[src/rtl/sd_cmd_responder_if.sv]
// SD CMD responder bundle: the CMD line as seen by the card, plus the
// command/response handshake towards the card logic.
// slave  = the responder block, master = host line model / card logic.
interface sd_cmd_responder_if;
  logic         cmd_sd;      // CMD line value sampled from the host
  logic         cmd_drv;     // CMD line value driven by the card
  logic         cmd_drv_en;  // drive enable, line is tri-stated when 0
  logic         cmd_valid;   // one-cycle pulse, good command decoded
  logic [5:0]   cmd_idx;     // index of the last good command
  logic [31:0]  cmd_arg;     // argument of the last good command
  logic         crc_err;     // one-cycle pulse, bad CRC7 or end bit
  logic         resp_valid;  // response request from card logic
  logic [1:0]   resp_type;   // 00 none, 01 R1/R6/R7, 10 R2, 11 R3
  logic [127:0] resp_data;   // response content, layout depends on type
  logic         resp_done;   // one-cycle pulse after the end bit
  logic         busy;        // 1 whenever not idle or receiving

  modport slave (
    input  cmd_sd, resp_valid, resp_type, resp_data,
    output cmd_drv, cmd_drv_en, cmd_valid, cmd_idx, cmd_arg,
           crc_err, resp_done, busy
  );

  modport master (
    output cmd_sd, resp_valid, resp_type, resp_data,
    input  cmd_drv, cmd_drv_en, cmd_valid, cmd_idx, cmd_arg,
           crc_err, resp_done, busy
  );
endinterface

[src/rtl/sd_cmd_responder.sv]
// Card-side end of the SD CMD line. Receives 48-bit host commands,
// validates start/transmission/end bits and CRC7, presents index and
// argument to card logic, then sends the requested response (48-bit with
// CRC7, 48-bit R3 without CRC, or 136-bit R2) after NCR idle clocks.
// Build option: define SD_CMD_CRC_CHECK_EN to compare the received CRC7;
// without it only the end bit of a command is checked.
module sd_cmd_responder #(
  parameter int NCR          = 2,   // clocks from accept to start bit, 2..64
  parameter int RESP_TIMEOUT = 64   // clocks to wait for a response request
) (
  input  logic clk_sd,
  input  logic rst_n,
  sd_cmd_responder_if.slave bus
);

  localparam logic [2:0] ST_IDLE  = 3'd0;
  localparam logic [2:0] ST_RX    = 3'd1;
  localparam logic [2:0] ST_CHECK = 3'd2;
  localparam logic [2:0] ST_WAIT  = 3'd3;
  localparam logic [2:0] ST_NCR   = 3'd4;
  localparam logic [2:0] ST_TX    = 3'd5;

  localparam logic [1:0] RESP_NONE = 2'b00;
  localparam logic [1:0] RESP_R1   = 2'b01;
  localparam logic [1:0] RESP_R2   = 2'b10;
  localparam logic [1:0] RESP_R3   = 2'b11;

  localparam logic [7:0] NCR_LAST  = 8'(NCR - 1);
  localparam logic [7:0] WAIT_LAST = 8'(RESP_TIMEOUT - 1);

  logic [2:0]   state_reg, state_next;
  logic [7:0]   cnt_reg, cnt_next;          // RX bits / wait / NCR / TX bits
  logic [46:0]  rx_shift_reg, rx_shift_next;
  logic [6:0]   crc_reg, crc_next;          // shared by RX check and TX generation
  logic [135:0] tx_shift_reg, tx_shift_next;
  logic [1:0]   resp_type_reg, resp_type_next;
  logic         drv_reg, drv_next;
  logic         drv_en_reg, drv_en_next;
  logic [5:0]   idx_reg, idx_next;
  logic [31:0]  arg_reg, arg_next;
  logic         cmd_valid_reg, cmd_valid_next;
  logic         crc_err_reg, crc_err_next;
  logic         resp_done_reg, resp_done_next;

  logic [47:0]  frame;       // received frame including the bit on the line now
  logic         crc_ok;
  logic         frame_ok;
  logic         tx_bit;      // bit to drive at the coming edge while in TX
  logic [7:0]   tx_len;

  // One serial step of CRC7, polynomial x^7 + x^3 + 1.
  function automatic logic [6:0] crc7_step(input logic [6:0] c, input logic d);
    logic fb;
    fb = d ^ c[6];
    return {c[5:3], c[2] ^ fb, c[1:0], fb};
  endfunction

  assign frame = {rx_shift_reg, bus.cmd_sd};

`ifdef SD_CMD_CRC_CHECK_EN
  assign crc_ok = (crc_reg == frame[7:1]);
`else
  // CRC field is received but deliberately not compared in this build.
  assign crc_ok = 1'b1;
  logic unused_crc_field;
  assign unused_crc_field = ^frame[7:1];
`endif

  // Start bit 0, transmission bit 1, end bit 1 and (optionally) CRC7 match.
  assign frame_ok = ~frame[47] & frame[46] & frame[0] & crc_ok;

  // For 48-bit responses with CRC the bits 40..46 come from the CRC register.
  assign tx_bit = (resp_type_reg == RESP_R1 && cnt_reg >= 8'd40 && cnt_reg <= 8'd46)
                  ? crc_reg[6] : tx_shift_reg[135];
  assign tx_len = (resp_type_reg == RESP_R2) ? 8'd136 : 8'd48;

  // R2 content already carries its own CRC in bits 7..1; bit 0 is not sent.
  logic unused_resp_lsb;
  assign unused_resp_lsb = bus.resp_data[0];

  // Next-state and datapath decode for the whole receive/respond cycle.
  always_comb begin
    state_next     = state_reg;
    cnt_next       = cnt_reg;
    rx_shift_next  = rx_shift_reg;
    crc_next       = crc_reg;
    tx_shift_next  = tx_shift_reg;
    resp_type_next = resp_type_reg;
    drv_next       = drv_reg;
    drv_en_next    = drv_en_reg;
    idx_next       = idx_reg;
    arg_next       = arg_reg;
    cmd_valid_next = 1'b0;
    crc_err_next   = 1'b0;
    resp_done_next = 1'b0;

    case (state_reg)
      ST_IDLE: begin
        crc_next = '0;
        if (!bus.cmd_sd) begin
          // Start bit leaves the CRC at zero, so no step is needed here.
          state_next    = ST_RX;
          cnt_next      = 8'd1;
          rx_shift_next = frame[46:0];
        end
      end

      ST_RX: begin
        rx_shift_next = frame[46:0];
        cnt_next      = cnt_reg + 8'd1;
        if (cnt_reg < 8'd40) begin
          crc_next = crc7_step(crc_reg, bus.cmd_sd);
        end
        if (cnt_reg == 8'd1 && !bus.cmd_sd) begin
          // Transmission bit 0 means this is not a host command.
          state_next = ST_IDLE;
          cnt_next   = '0;
        end else if (cnt_reg == 8'd47) begin
          state_next = ST_CHECK;
          cnt_next   = '0;
          if (frame_ok) begin
            cmd_valid_next = 1'b1;
            idx_next       = frame[45:40];
            arg_next       = frame[39:8];
          end else begin
            crc_err_next = 1'b1;
          end
        end
      end

      ST_CHECK: begin
        // The verdict pulse is visible during this cycle.
        state_next = cmd_valid_reg ? ST_WAIT : ST_IDLE;
        cnt_next   = '0;
      end

      ST_WAIT: begin
        if (bus.resp_valid) begin
          if (bus.resp_type == RESP_NONE) begin
            state_next = ST_IDLE;
          end else begin
            state_next     = ST_NCR;
            cnt_next       = '0;
            crc_next       = '0;
            resp_type_next = bus.resp_type;
            case (bus.resp_type)
              RESP_R1: tx_shift_next = {2'b00, bus.resp_data[37:32], bus.resp_data[31:0],
                                        7'd0, 1'b1, 88'd0};
              RESP_R3: tx_shift_next = {2'b00, 6'h3F, bus.resp_data[31:0],
                                        7'h7F, 1'b1, 88'd0};
              RESP_R2: tx_shift_next = {2'b00, 6'h3F, bus.resp_data[127:1], 1'b1};
              default: tx_shift_next = '1;
            endcase
          end
        end else if (cnt_reg == WAIT_LAST) begin
          state_next = ST_IDLE;
          cnt_next   = '0;
        end else begin
          cnt_next = cnt_reg + 8'd1;
        end
      end

      ST_NCR: begin
        if (cnt_reg == NCR_LAST) begin
          // Start bit goes out on the NCR-th edge after acceptance.
          state_next    = ST_TX;
          drv_next      = tx_shift_reg[135];
          drv_en_next   = 1'b1;
          tx_shift_next = {tx_shift_reg[134:0], 1'b0};
          crc_next      = crc7_step(crc_reg, tx_shift_reg[135]);
          cnt_next      = 8'd1;
        end else begin
          cnt_next = cnt_reg + 8'd1;
        end
      end

      ST_TX: begin
        if (cnt_reg == tx_len) begin
          state_next     = ST_IDLE;
          drv_next       = 1'b1;
          drv_en_next    = 1'b0;
          resp_done_next = 1'b1;
          crc_next       = '0;
          cnt_next       = '0;
        end else begin
          drv_next      = tx_bit;
          tx_shift_next = {tx_shift_reg[134:0], 1'b0};
          cnt_next      = cnt_reg + 8'd1;
          if (cnt_reg < 8'd40) begin
            crc_next = crc7_step(crc_reg, tx_bit);
          end else begin
            crc_next = {crc_reg[5:0], 1'b0};
          end
        end
      end

      default: begin
        state_next  = ST_IDLE;
        drv_next    = 1'b1;
        drv_en_next = 1'b0;
      end
    endcase
  end

  // State registers; reset releases the line at once and drops any frame.
  always_ff @(posedge clk_sd or negedge rst_n) begin
    if (!rst_n) begin
      state_reg     <= ST_IDLE;
      cnt_reg       <= '0;
      rx_shift_reg  <= '0;
      crc_reg       <= '0;
      tx_shift_reg  <= '0;
      resp_type_reg <= RESP_NONE;
      drv_reg       <= 1'b1;
      drv_en_reg    <= 1'b0;
      idx_reg       <= '0;
      arg_reg       <= '0;
      cmd_valid_reg <= 1'b0;
      crc_err_reg   <= 1'b0;
      resp_done_reg <= 1'b0;
    end else begin
      state_reg     <= state_next;
      cnt_reg       <= cnt_next;
      rx_shift_reg  <= rx_shift_next;
      crc_reg       <= crc_next;
      tx_shift_reg  <= tx_shift_next;
      resp_type_reg <= resp_type_next;
      drv_reg       <= drv_next;
      drv_en_reg    <= drv_en_next;
      idx_reg       <= idx_next;
      arg_reg       <= arg_next;
      cmd_valid_reg <= cmd_valid_next;
      crc_err_reg   <= crc_err_next;
      resp_done_reg <= resp_done_next;
    end
  end

  assign bus.cmd_drv    = drv_reg;
  assign bus.cmd_drv_en = drv_en_reg;
  assign bus.cmd_valid  = cmd_valid_reg;
  assign bus.cmd_idx    = idx_reg;
  assign bus.cmd_arg    = arg_reg;
  assign bus.crc_err    = crc_err_reg;
  assign bus.resp_done  = resp_done_reg;
  assign bus.busy       = (state_reg != ST_IDLE) && (state_reg != ST_RX);

endmodule
[src/flat_wrapper.sv]
// flat-port wrapper written by rule: the top's interface ports become plain ports
module sd_cmd_responder_flat 
#(
  parameter int NCR          = 2,                                            
  parameter int RESP_TIMEOUT = 64                                           
)
  (clk_sd, rst_n, bus_cmd_sd, bus_resp_valid, bus_resp_type, bus_resp_data, bus_cmd_drv, bus_cmd_drv_en, bus_cmd_valid, bus_cmd_idx, bus_cmd_arg, bus_crc_err, bus_resp_done, bus_busy);
  sd_cmd_responder_if bus_i ();
  input  logic clk_sd;
  input  logic rst_n;
  input wire logic [$bits(bus_i.cmd_sd)-1:0] bus_cmd_sd;
  input wire logic [$bits(bus_i.resp_valid)-1:0] bus_resp_valid;
  input wire logic [$bits(bus_i.resp_type)-1:0] bus_resp_type;
  input wire logic [$bits(bus_i.resp_data)-1:0] bus_resp_data;
  output wire logic [$bits(bus_i.cmd_drv)-1:0] bus_cmd_drv;
  output wire logic [$bits(bus_i.cmd_drv_en)-1:0] bus_cmd_drv_en;
  output wire logic [$bits(bus_i.cmd_valid)-1:0] bus_cmd_valid;
  output wire logic [$bits(bus_i.cmd_idx)-1:0] bus_cmd_idx;
  output wire logic [$bits(bus_i.cmd_arg)-1:0] bus_cmd_arg;
  output wire logic [$bits(bus_i.crc_err)-1:0] bus_crc_err;
  output wire logic [$bits(bus_i.resp_done)-1:0] bus_resp_done;
  output wire logic [$bits(bus_i.busy)-1:0] bus_busy;
  assign bus_i.cmd_sd = bus_cmd_sd;
  assign bus_i.resp_valid = bus_resp_valid;
  assign bus_i.resp_type = bus_resp_type;
  assign bus_i.resp_data = bus_resp_data;
  assign bus_cmd_drv = bus_i.cmd_drv;
  assign bus_cmd_drv_en = bus_i.cmd_drv_en;
  assign bus_cmd_valid = bus_i.cmd_valid;
  assign bus_cmd_idx = bus_i.cmd_idx;
  assign bus_cmd_arg = bus_i.cmd_arg;
  assign bus_crc_err = bus_i.crc_err;
  assign bus_resp_done = bus_i.resp_done;
  assign bus_busy = bus_i.busy;
  sd_cmd_responder #(.NCR(NCR), .RESP_TIMEOUT(RESP_TIMEOUT)) u_core (.clk_sd(clk_sd), .rst_n(rst_n), .bus(bus_i));
endmodule
[config.mk]
export PLATFORM = sky130hd
export DESIGN_NAME = sd_cmd_responder_flat
export DESIGN_NICKNAME = d
export VERILOG_FILES = /design/src/rtl/sd_cmd_responder_if.sv /design/src/rtl/sd_cmd_responder.sv /design/src/flat_wrapper.sv
export SDC_FILE = /design/constraint.sdc
export NUM_CORES = 1
export LEC_CHECK = 0
export CORE_MARGIN = 5
export CORE_UTILIZATION = 49
export CTS_CLUSTER_DIAMETER = 150
export DETAILED_ROUTE_END_ITERATION = 12
export PLACE_DENSITY = 0.79
export SYNTH_ARGS = -nofsm -noshare
export SYNTH_HDL_FRONTEND = slang
export SYNTH_SLANG_ARGS = --single-unit
[constraint.sdc]
create_clock -name clk_sd -period 2.3 [get_ports clk_sd]
set_input_delay 0.46 -clock clk_sd [delete_from_list [all_inputs] [get_ports clk_sd]]
set_output_delay 0.46 -clock clk_sd [all_outputs]
set_load 0.005 [all_outputs]
==> metrics.log <==
[metrics] outcome: finished clean
[metrics] I/O Buffers: 177
[metrics] Layout Skew: 0.008476 ns
[metrics] last weighted congestion value of the routability-driven placer: 0.8223
[metrics] number of enable flip-flop cells after synthesis: 0
[metrics] post-synth top area cell: dfrtp_1
[metrics] average size of a mapped cell: 10.88 µm²
[metrics] fraction of final layout cells with drive strength greater than 1: 25.60%
[metrics] filler cell count in the final layout: approximately 1900
[metrics] Reg-to-Reg End: u_core.tx_shift_reg[42]
[metrics] height of the chip: 166.7 µm
[metrics] Worst Path Arrival: 2.69 ns
[metrics] worst-case vdd ir drop: 0.5576 mV
[metrics] transition at the pin with the smallest max-transition slack: between 0.5 and 0.6 ns
[metrics] Die Width: approximately 170 µm
[metrics] Routed wire per std cell: 17.13 µm
[metrics] launch instance of the worst register-to-register path: u_core.cnt_reg[3]
[metrics] area fraction of the dominant cell type after synthesis: between 50% and 60%
[metrics] number of buffers created by CTS: 27
[metrics] number of antenna violations at the first check in global routing: 1
[metrics] max capacitance violation total: 0
[metrics] cell depth of the worst flop-to-flop path: 6
[metrics] path category of the worst min-delay check: in -> async
[metrics] number of H-tree branching levels: 1
[metrics] total power per unit cell area: 748.0 nW/µm²
[metrics] Reg2Reg Setup Slack: 0.02 ns
[metrics] cells after synthesis: 1105
[metrics] HPWL after DPL: 18340 µm
[metrics] maximum number of pins on one net before global-route repair: 107
[metrics] number of flip-flops in the largest register: 136
[metrics] Period Utilization, post-route: 99.17%
[metrics] CTS root buffer: clkbuf_16
[metrics] final setup vio count: 0
[metrics] worst max-slew margin expressed relative to the limit: between 60 and 70%
[metrics] synthesis warning total: 0
[metrics] DRC viols: 0
[metrics] minimum clock period: between 2 and 2.5 ns
[metrics] number of global-route vias before repair: 9115
[metrics] Synth Register Bits: about 250
[metrics] die area: between 20000 and 30000 µm²
[metrics] number of slew-limit violations in the final report: 0
[metrics] standard-cell rows: 57
[metrics] TritonCTS clock tree: yes
[metrics] signed area change from the synthesized netlist to the final layout: 28.21%
[metrics] synthesized area: 12030 µm²
[metrics] leakage dissipation: 0.006061 µW
[metrics] proportion of synthesized chip area in sequential cells: between 50% and 60%
[metrics] final core utilization: 63.58%
[metrics] global-route wire length before repair: about 47000 µm
[metrics] Overall Global Routing Usage: 19.56%
[metrics] Detail Route Antenna Nets: 0
[metrics] number of buffers between clock root and the deepest sink: 3
[metrics] fmax: 0.4384 GHz
[metrics] most instantiated flip-flop cell in the synthesis netlist: dfrtp_1
[metrics] Worst-path clk slew: 0.06 ns
[metrics] Setup CP Type: reg -> reg
[metrics] Avg Vias per Cell: between 5 and 6
[metrics] most used cells in the layout excluding fill and tap cells: 243 x dfrtp_1, 178 x mux2_2, 175 x clkdlybuf4s50_1
[metrics] required time at the endpoint of the critical path: 2.71 ns
[metrics] final hold slack: 0.4405 ns
[metrics] Total Wirelength: 27790 µm
[metrics] initial core utilization: approximately half
[metrics] Post-Layout Cell Count: around 1600
[metrics] nature of the critical path startpoint: flip-flop
[metrics] fraction of synthesis flops using an asynchronous set or reset pin: 100.0%
[metrics] latest clock arrival within the worst-skew pair: 0.52 ns
[metrics] clock sinks: around 250
[metrics] DP Cell Count: 1568
[metrics] post-synthesis net count: 1243
[metrics] leading cell type in the layout, fill and taps excluded: dfrtp_1
[metrics] DRC violation total after the first TritonRoute iteration: ~560
[metrics] RSZ-0062 raised after global routing: true
[metrics] number of hold violations in the final report: 0
[metrics] number of unique standard cell types used by synthesis: 59
[metrics] via count of the routed design: 8974
[metrics] Post-layout nets: 1415
[metrics] first-pass detailed-route iteration total: 5
[metrics] count of pins on the block boundary: 178
[metrics] largest fanout on the critical path: 31
[metrics] core outline area: 24250 µm²
[metrics] final setup TNS: 0 ns
[metrics] overall overflow remaining after global route: 0
[metrics] dominant cells by area after synthesis: dfrtp_1 51%, mux2_2 17%, a21oi_1 5.6%
[metrics] endpoint type of the worst setup path: flip-flop
==> what timing repair did <==
action / 4_1_cts / 5_1_grt
endpoints found under the hold margin: 47 / 0
cloned: 1 / 0
pin swaps: 1 / 0
hold buffers: 1 / 0
buffers inserted: 2 / 0
resized for setup: 6 / 3
setup endpoints to repair: 86 / 67
==> cells in the mapped netlist (2+ instances only) <==
cell type  number
buf_2          16
a21o_1          3
buf_6           7
nand2b_1        4
nand3b_1        2
and2_1          2
nand2_1        16
nor2b_1         3
nand3_1        11
and3_1          2
mux2i_1         8
o211ai_1        2
a21oi_1       134
o21ai_0       105
mux2_4         32
mux2_2        178
xor2_1          8
nor2_1        145
dfrtp_1       245
o22ai_1        40
inv_1          16
mux2_1          4
buf_4           2
o31a_1          2
ha_1            4
nor3_1          5
xnor2_1         3
o21a_1          2
a22o_1          8
clkbuf_1       64
o21ai_1         2
nand4_1         3
==> power by group <==
group	internal, µW	total (µW)	switching (µW)
combinational	1090	1980	890
sequential	4790	5110	322
clock	2690	4440	1750
==> logic make-up after synthesis <==
logic type,after synthesis,synth area share [%]
AOI/OAI and AO/OA,311,14.22
xor gates and xnor gates,11,0.8012
adders and majority gates,4,0.4162
buffers and inverters,106,3.975
DFF,246,51.20
muxes,223,21.89
and+or+nand+nor,204,7.491
==> through the flow <==
stage / power (µW) / instance area [µm²] / setup WS [ns]
after CTS: 11680 / 15410 / 0.02468
after floorplan: 6284 / 12030 / 0.07319
after detailed placement: 7139 / 14390 / -0.1658
final: 11530 / 15420 / 0.01908
after global routing: 12100 / 15420 / -0.03505
after global placement: 7057 / 14390 / -0.1242
==> worst max path at each step <==
stage / start / endpoint / slack (ns) / cells past startpoint
after CTS: u_core.cnt_reg[3] / u_core.tx_shift_reg[36] / 0.02 / 6
after floorplan: u_core.cnt_reg[1] / u_core.tx_shift_reg[100] / 0.07 / 10
after global placement: bus_resp_valid / u_core.tx_shift_reg[114] / -0.12 / 6
after global routing: u_core.cnt_reg[3] / u_core.tx_shift_reg[42] / -0.04 / 6
final: u_core.cnt_reg[3] / u_core.tx_shift_reg[42] / 0.02 / 6
after detailed placement: bus_resp_valid / u_core.tx_shift_reg[115] / -0.17 / 6
==> per-layer routing <==
metal | wire length, µm | up-vias | GRT usage, %
met5 | 0 | - | 0
met4 | 769 | 0 | 5.407
met3 | 1152 | 51 | 2.868
met2 | 13640 | 224 | 33.30
met1 | 12220 | 4414 | 26.37
li1 | - | 4285 | -
==> critical path, cell delays in order, from the launching register on <==
cell       delay [ns]
dfrtp_1          0.47
and4bb_1         0.34
mux2i_4          0.09
nor3_2           0.22
o31a_2           0.28
bufbuf_16        0.40
mux2_2           0.36
==> layout make-up <==
type | instances | area [µm²] | area share (%)
multi-input cells | 753 | 5435 | 35.25
inverters | 16 | 60.06 | 0.3895
diodes | 1 | 2.502 | 0.01623
clock inverters | 15 | 177.7 | 1.152
flip-flops and latches | 246 | 6160 | 39.95
clock buffers | 34 | 762.0 | 4.942
repair buffers | 233 | 2415 | 15.66
well taps | 324 | 405.4 | 2.629
Note: power is estimated with default switching activity, not from simulation.
